[src/rtl/wt_cache_pkg.sv]
// wt_cache_pkg: shared types for the cache read-port arbiter
package wt_cache_pkg;
  localparam int unsigned MaxAddrWidth = 64;
  localparam int unsigned MaxBlenWidth = 8;
  typedef enum logic {IDLE, HOLD} arb_state_e;
  typedef struct packed {
    logic [MaxAddrWidth-1:0] addr;
    logic [MaxBlenWidth-1:0] blen;
    logic [2:0]              size;
  } rd_req_t;
endpackage

[src/rtl/rr_arb_tree.sv]
// rr_arb_tree: round-robin picker from an external pointer, optionally locking an unaccepted pick
module rr_arb_tree #(
  parameter int unsigned NumIn = 2,
  parameter bit LockIn = 1'b1,
  localparam int unsigned IdxWidth = $clog2(NumIn)
) (
  input  logic                clk_i,
  input  logic                rst_i,
  input  logic [IdxWidth-1:0] rr_i,
  input  logic [NumIn-1:0]    req_i,
  input  logic                gnt_i,
  output logic                req_o,
  output logic [IdxWidth-1:0] idx_o
);
  logic lock_q, found;
  logic [IdxWidth-1:0] lock_idx_q, pick, c;
  always_comb begin
    pick = '0;
    c = '0;
    found = 1'b0;
    req_o = |req_i;
    for (int i = 0; i < NumIn; i++) begin
      c = IdxWidth'((int'(rr_i) + i) % int'(NumIn));
      if (!found && req_i[c]) begin
        pick = c;
        found = 1'b1;
      end
    end
    idx_o = (LockIn && lock_q) ? lock_idx_q : pick;
  end
  always_ff @(posedge clk_i) begin
    if (rst_i) begin
      lock_q <= 1'b0;
      lock_idx_q <= '0;
    end else begin
      lock_q <= req_o && !gnt_i;
      if (req_o && !gnt_i && !lock_q) lock_idx_q <= idx_o;
    end
  end
endmodule

[src/rtl/axi_rd_port_arbiter.sv]
// axi_rd_port_arbiter: round-robin share of one AXI read channel, with per-port return routing by ID
module axi_rd_port_arbiter
  import wt_cache_pkg::*;
#(
  parameter int unsigned NumPorts = 2,
  parameter int unsigned AxiAddrWidth = 64,
  parameter int unsigned AxiDataWidth = 64,
  parameter int unsigned AxiIdWidth = 4,
  parameter int unsigned BlenWidth = 2
) (
  input  logic                                 clk_i,
  input  logic                                 rst_i,
  input  logic [NumPorts-1:0]                  req_i,
  output logic [NumPorts-1:0]                  gnt_o,
  input  logic [NumPorts-1:0][AxiAddrWidth-1:0] addr_i,
  input  logic [NumPorts-1:0][BlenWidth-1:0]   blen_i,
  input  logic [NumPorts-1:0][2:0]             size_i,
  output logic                                 rd_req_o,
  output logic [AxiAddrWidth-1:0]              rd_addr_o,
  output logic [BlenWidth-1:0]                 rd_blen_o,
  output logic [2:0]                           rd_size_o,
  output logic [AxiIdWidth-1:0]                rd_id_o,
  input  logic                                 rd_gnt_i,
  input  logic                                 rd_valid_i,
  input  logic                                 rd_last_i,
  input  logic [AxiDataWidth-1:0]              rd_data_i,
  input  logic [AxiIdWidth-1:0]                rd_id_i,
  output logic [NumPorts-1:0]                  rtrn_valid_o,
  output logic                                 rtrn_last_o,
  output logic [AxiDataWidth-1:0]              rtrn_data_o,
  output logic [NumPorts-1:0]                  busy_o,
  output logic                                 err_o
);
  localparam int unsigned IdxWidth = $clog2(NumPorts);
  arb_state_e state_q;
  logic [IdxWidth-1:0] ptr_q, hold_q, arb_idx, winner, id;
  logic [NumPorts-1:0] busy_q;
  logic arb_req, grant, route;
  rd_req_t [NumPorts-1:0] reqs;
  rd_req_t sel;
  always_comb begin
    for (int i = 0; i < NumPorts; i++)
      reqs[i] = '{addr: MaxAddrWidth'(addr_i[i]), blen: MaxBlenWidth'(blen_i[i]), size: size_i[i]};
  end
  rr_arb_tree #(.NumIn(NumPorts), .LockIn(1'b1)) u_arb (
    .clk_i (clk_i),
    .rst_i (rst_i),
    .rr_i  (ptr_q),
    .req_i (req_i & ~busy_q),
    .gnt_i (rd_gnt_i),
    .req_o (arb_req),
    .idx_o (arb_idx)
  );
  assign winner = state_q == HOLD ? hold_q : arb_idx;
  assign sel = reqs[winner];
  assign rd_req_o = !rst_i && (state_q == HOLD || arb_req);
  assign rd_addr_o = AxiAddrWidth'(sel.addr);
  assign rd_blen_o = BlenWidth'(sel.blen);
  assign rd_size_o = sel.size;
  assign rd_id_o = AxiIdWidth'(winner);
  assign grant = rd_req_o && rd_gnt_i;
  assign gnt_o = grant ? NumPorts'(1) << winner : '0;
  assign id = rd_id_i[IdxWidth-1:0];
  assign route = rd_valid_i && !rst_i && 32'(rd_id_i) < NumPorts && busy_q[id];
  assign rtrn_valid_o = route ? NumPorts'(1) << id : '0;
  assign rtrn_last_o = rd_last_i;
  assign rtrn_data_o = rd_data_i;
  assign err_o = rd_valid_i && !rst_i && !route;
  assign busy_o = busy_q;
  always_ff @(posedge clk_i) begin
    if (rst_i) begin
      state_q <= IDLE;
      ptr_q <= '0;
      hold_q <= '0;
      busy_q <= '0;
    end else begin
      busy_q <= (busy_q & ~(rd_last_i ? rtrn_valid_o : '0)) | gnt_o;
      if (grant) begin
        state_q <= IDLE;
        ptr_q <= winner == IdxWidth'(NumPorts - 1) ? '0 : winner + 1'b1;
      end else if (rd_req_o) begin
        state_q <= HOLD;
        hold_q <= winner;
      end
    end
  end
endmodule

[config.mk]
export PLATFORM = sky130hd
export DESIGN_NAME = axi_rd_port_arbiter
export DESIGN_NICKNAME = d
export VERILOG_FILES = /design/src/rtl/wt_cache_pkg.sv /design/src/rtl/rr_arb_tree.sv /design/src/rtl/axi_rd_port_arbiter.sv
export SDC_FILE = /design/constraint.sdc
export NUM_CORES = 1
export LEC_CHECK = 0
export ABC_AREA = 1
export BUFFER_PORTS_ARGS = -buffer_cell sky130_fd_sc_hd__buf_2
export CELL_PAD_IN_SITES_DETAIL_PLACEMENT = 0
export CELL_PAD_IN_SITES_GLOBAL_PLACEMENT = 1
export CORE_AREA = 5 5 138 140
export CTS_CLUSTER_DIAMETER = 50
export CTS_CLUSTER_SIZE = 40
export DETAILED_ROUTE_END_ITERATION = 12
export DIE_AREA = 0 0 143 145
export GPL_TIMING_DRIVEN = 1
export PLACE_DENSITY_LB_ADDON = 0.25
export SYNTH_ARGS = -nofsm -noshare
export SYNTH_HDL_FRONTEND = slang
export SYNTH_SLANG_ARGS = --single-unit
[constraint.sdc]
create_clock -name clk_i -period 1.1 [get_ports clk_i]
set_input_delay 0.055 -clock clk_i [delete_from_list [all_inputs] [get_ports clk_i]]
set_output_delay 0.055 -clock clk_i [all_outputs]
set_load 0.005 [all_outputs]
==> flow_summary.yaml <==
timing:
  hold_violations: 0
  max_freq_mhz: 642
  rsz0062_at_grt: "true"
  slew_viol_final: 0
  layout_setup_ws_ps: -457
  skew_ps: 1.86
  timing.final.crit_share_pct: 142
  fin_crit_ps: 1560
  setup_viol: 80
drt:
  drtIter0Drc: 44
  vias: 2559
  drc: 0
  drtAntennaViolNets: 0
  drt-vias-per-instance: 3.42
  drt-wirelength-per-cell_um: 12.2
  drt-total-wl_um: 9130
  first_pass_iters: 4
cts:
  ctsHoldBuffers: 0
  clk_latency_ps: 230
  cts_num_sinks: 7
  cts_max_level: 1
  clock-root-buffer: "clkbuf_16"
  cts_buffer_depth: 2
  tritoncts: "done"
  cts_buffers: 3
  clkTransAtPathRegs_ps: 40
critical_path:
  critPathLaunchType: "flip-flop"
  required_ps: 1040
  worstSetupEndpointType: "output port"
  worst_ep_arrival_time_ps: 1500
  cp_max_fo: 17
  reg2reg_slack_ps: -250
  crit_type: "reg2out"
synth:
  syn_avg_cell_area_um2: 5.21
  ys_ff_latch: 7
  synthCells: 352
  yosysTopAreaCellShare_pct: 42.6
  yosysTopAreaCell: "nand2_1"
  synth_area_leaders: "nand2_1, buf_4, dfxtp_1"
  seq_area_frac_synth_pct: 7.65
  synthDistinctLibCells: 20
  syn_area_um2: 1830
  synth_warnings: 0
placement:
  dp_slack_ps: -265
  gp_congestion: 0.748
  portBuffers: 227
  dp_hpwl_um: 7600
global_route:
  antenna_found_initial: 0
  grt.overflow.total: 0
  grt_max_degree: 41
  grt_pass1_wl_um: 13100
  grt_pass1_vias: 2588
  gr-usage-all-layers_pct: 7.75
pwr:
  finalPower_mw: 2.54
  p_per_area_nw_per_um2: 842
  p_int_mw: 1.57
  power.share.sequential_pct: 11.3
  combPwrFrac_pct: 64.8
  pwr-share-clk_pct: 24.0
  sw_frac_of_total_pct: 38.1
  vdd_ir_drop_max_mv: 0.711
  p_switching_mw: 0.966
  leakage_nw: 1.92
layout:
  fill_cells: 2088
  multi_input_area_um2: 1060
  drive_above_1_share_pct: 53.5
  seq_area_um2: 144
  nets: 734
  area_growth_pct: 64.3
  n_antenna_cell: 0
floorplan:
  start_util_pct: 10.3
  die_x_um: 143
  die_h_um: 145
  fp.dieArea_um2: 20700
  io_pins: 359
  core_um2: 17700
  rows: 49
outcome:
  status: "complete, but fails checks"
  failed_checks: "setup timing"
flow_run:
  maxCapViolations: 0
min_path:
  hold_path.class: "in2reg"
cell type report:
class                      count  area share, %
inverter                      12           1.74
timing repair buffer         245           46.1
tap                          229           9.51
multi-input combinational    252           35.3
clock buffer                   4           2.62
sequential                     7           4.78
routing by layer:
layer	global-route usage, %	wire length, um	vias up
li1	-	-	1309
met1	7.01	2920	1077
met2	16.3	5040	141
met3	2.01	938	32
met4	2.14	231	0
met5	0	0	-
cell usage after synthesis:
master    instances
nor3_1            2
or2_1             1
nand4_1           2
buf_6             8
o21ai_0           2
nand2_4           1
conb_1            1
dfxtp_1           7
nor2_1           12
inv_6             1
inv_1            10
nand3_1           2
buf_2             6
buf_4            69
a21oi_1           4
nand2_1         208
nand3b_1          1
nand2_2          13
inv_2             1
nor2_2            1
worst paths after layout:
kind,endpoint,depth (start not counted),from
min reg2reg,ptr_q$_SDFFE_PP0P_,2,ptr_q$_SDFFE_PP0P_
max reg2reg,hold_q$_SDFFE_PP0P_,8,state_q$_SDFFE_PP0N_
max,rd_size_o[2],11,busy_o[1]$_SDFF_PP0_
min,state_q$_SDFFE_PP0N_,2,rd_gnt_i
power groups by stage:
stage	clock [mW]	combinational [mW]	sequential, mW
2_1_floorplan	0	0.946	0.287
5_1_grt	0.646	1.85	0.289
3_3_place_gp	0	1.55	0.287
6_report	0.608	1.64	0.286
4_1_cts	0.621	1.64	0.285
3_5_place_dp	0	1.54	0.287
cell usage in the layout (no fill, tap or decap), types with 2 or more instances in the layout:
| cell | netlist | final |
|---|---|---|
| a21oi_1 | 4 | 3 |
| buf_12 | 0 | 3 |
| buf_16 | 0 | 2 |
| buf_2 | 6 | 226 |
| buf_4 | 69 | 8 |
| buf_6 | 8 | 5 |
| clkbuf_16 | 0 | 4 |
| conb_1 | 1 | 3 |
| dfxtp_1 | 7 | 4 |
| dfxtp_2 | 0 | 3 |
| inv_1 | 10 | 8 |
| inv_2 | 1 | 3 |
| nand2_1 | 208 | 204 |
| nand2_2 | 13 | 15 |
| nand2_4 | 1 | 3 |
| nand4_1 | 2 | 2 |
| nor2_1 | 12 | 11 |
| nor2_2 | 1 | 2 |
| o21ai_0 | 2 | 2 |
sequential cells by signal (all words and copies together) (netlist names):
signal,flops
busy_o,2
hold_q,1
ptr_q,1
state_q,1
u_arb.lock_idx_q,1
u_arb.lock_q,1
critical path: stages (launching register included):
cell and delay, ps:
dfxtp_2 310, inv_2 40, nand2_2 50, nor2_2 80, nand2_2 70, nand2_2 70
nand2_4 90, inv_8 120, buf_12 160, nand2_1 60, nand2_1 80, buf_2 130
stage by stage:
step	instances	hold WS, ps	TNS [ps]	cell area (um^2)	util, %
3_3_place_gp	739	110	-13730	2770	15.6
5_1_grt	749	37.6	-38830	3010	17.0
4_1_cts	748	46.7	-32920	2960	16.7
6_report	749	32.1	-30850	3010	17.0
3_5_place_dp	739	110	-14120	2770	15.6
2_1_floorplan	354	117	-80.9	1850	-
repair_timing:
action / 4_1_cts / 5_1_grt
setup endpoints to repair: 79 / 81
hold endpoints to repair: 0 / 0
pin swaps: 3 / 2
setup buffers: 4 / 2
cloned: 1 / 1
resized for setup: 15 / 9
cells by family (layout without fill, tap and decap cells):
kind of cell    count (synthesis)  in the layout  share of synthesized area, %
compound gates                  6              6                          1.64
buf+inv                        95            261                          37.5
flops                           7              7                          7.64
other cells                     1              3                         0.205
simple gates                  243            243                          53.0
Note: power is estimated with default switching activity, not from simulation.
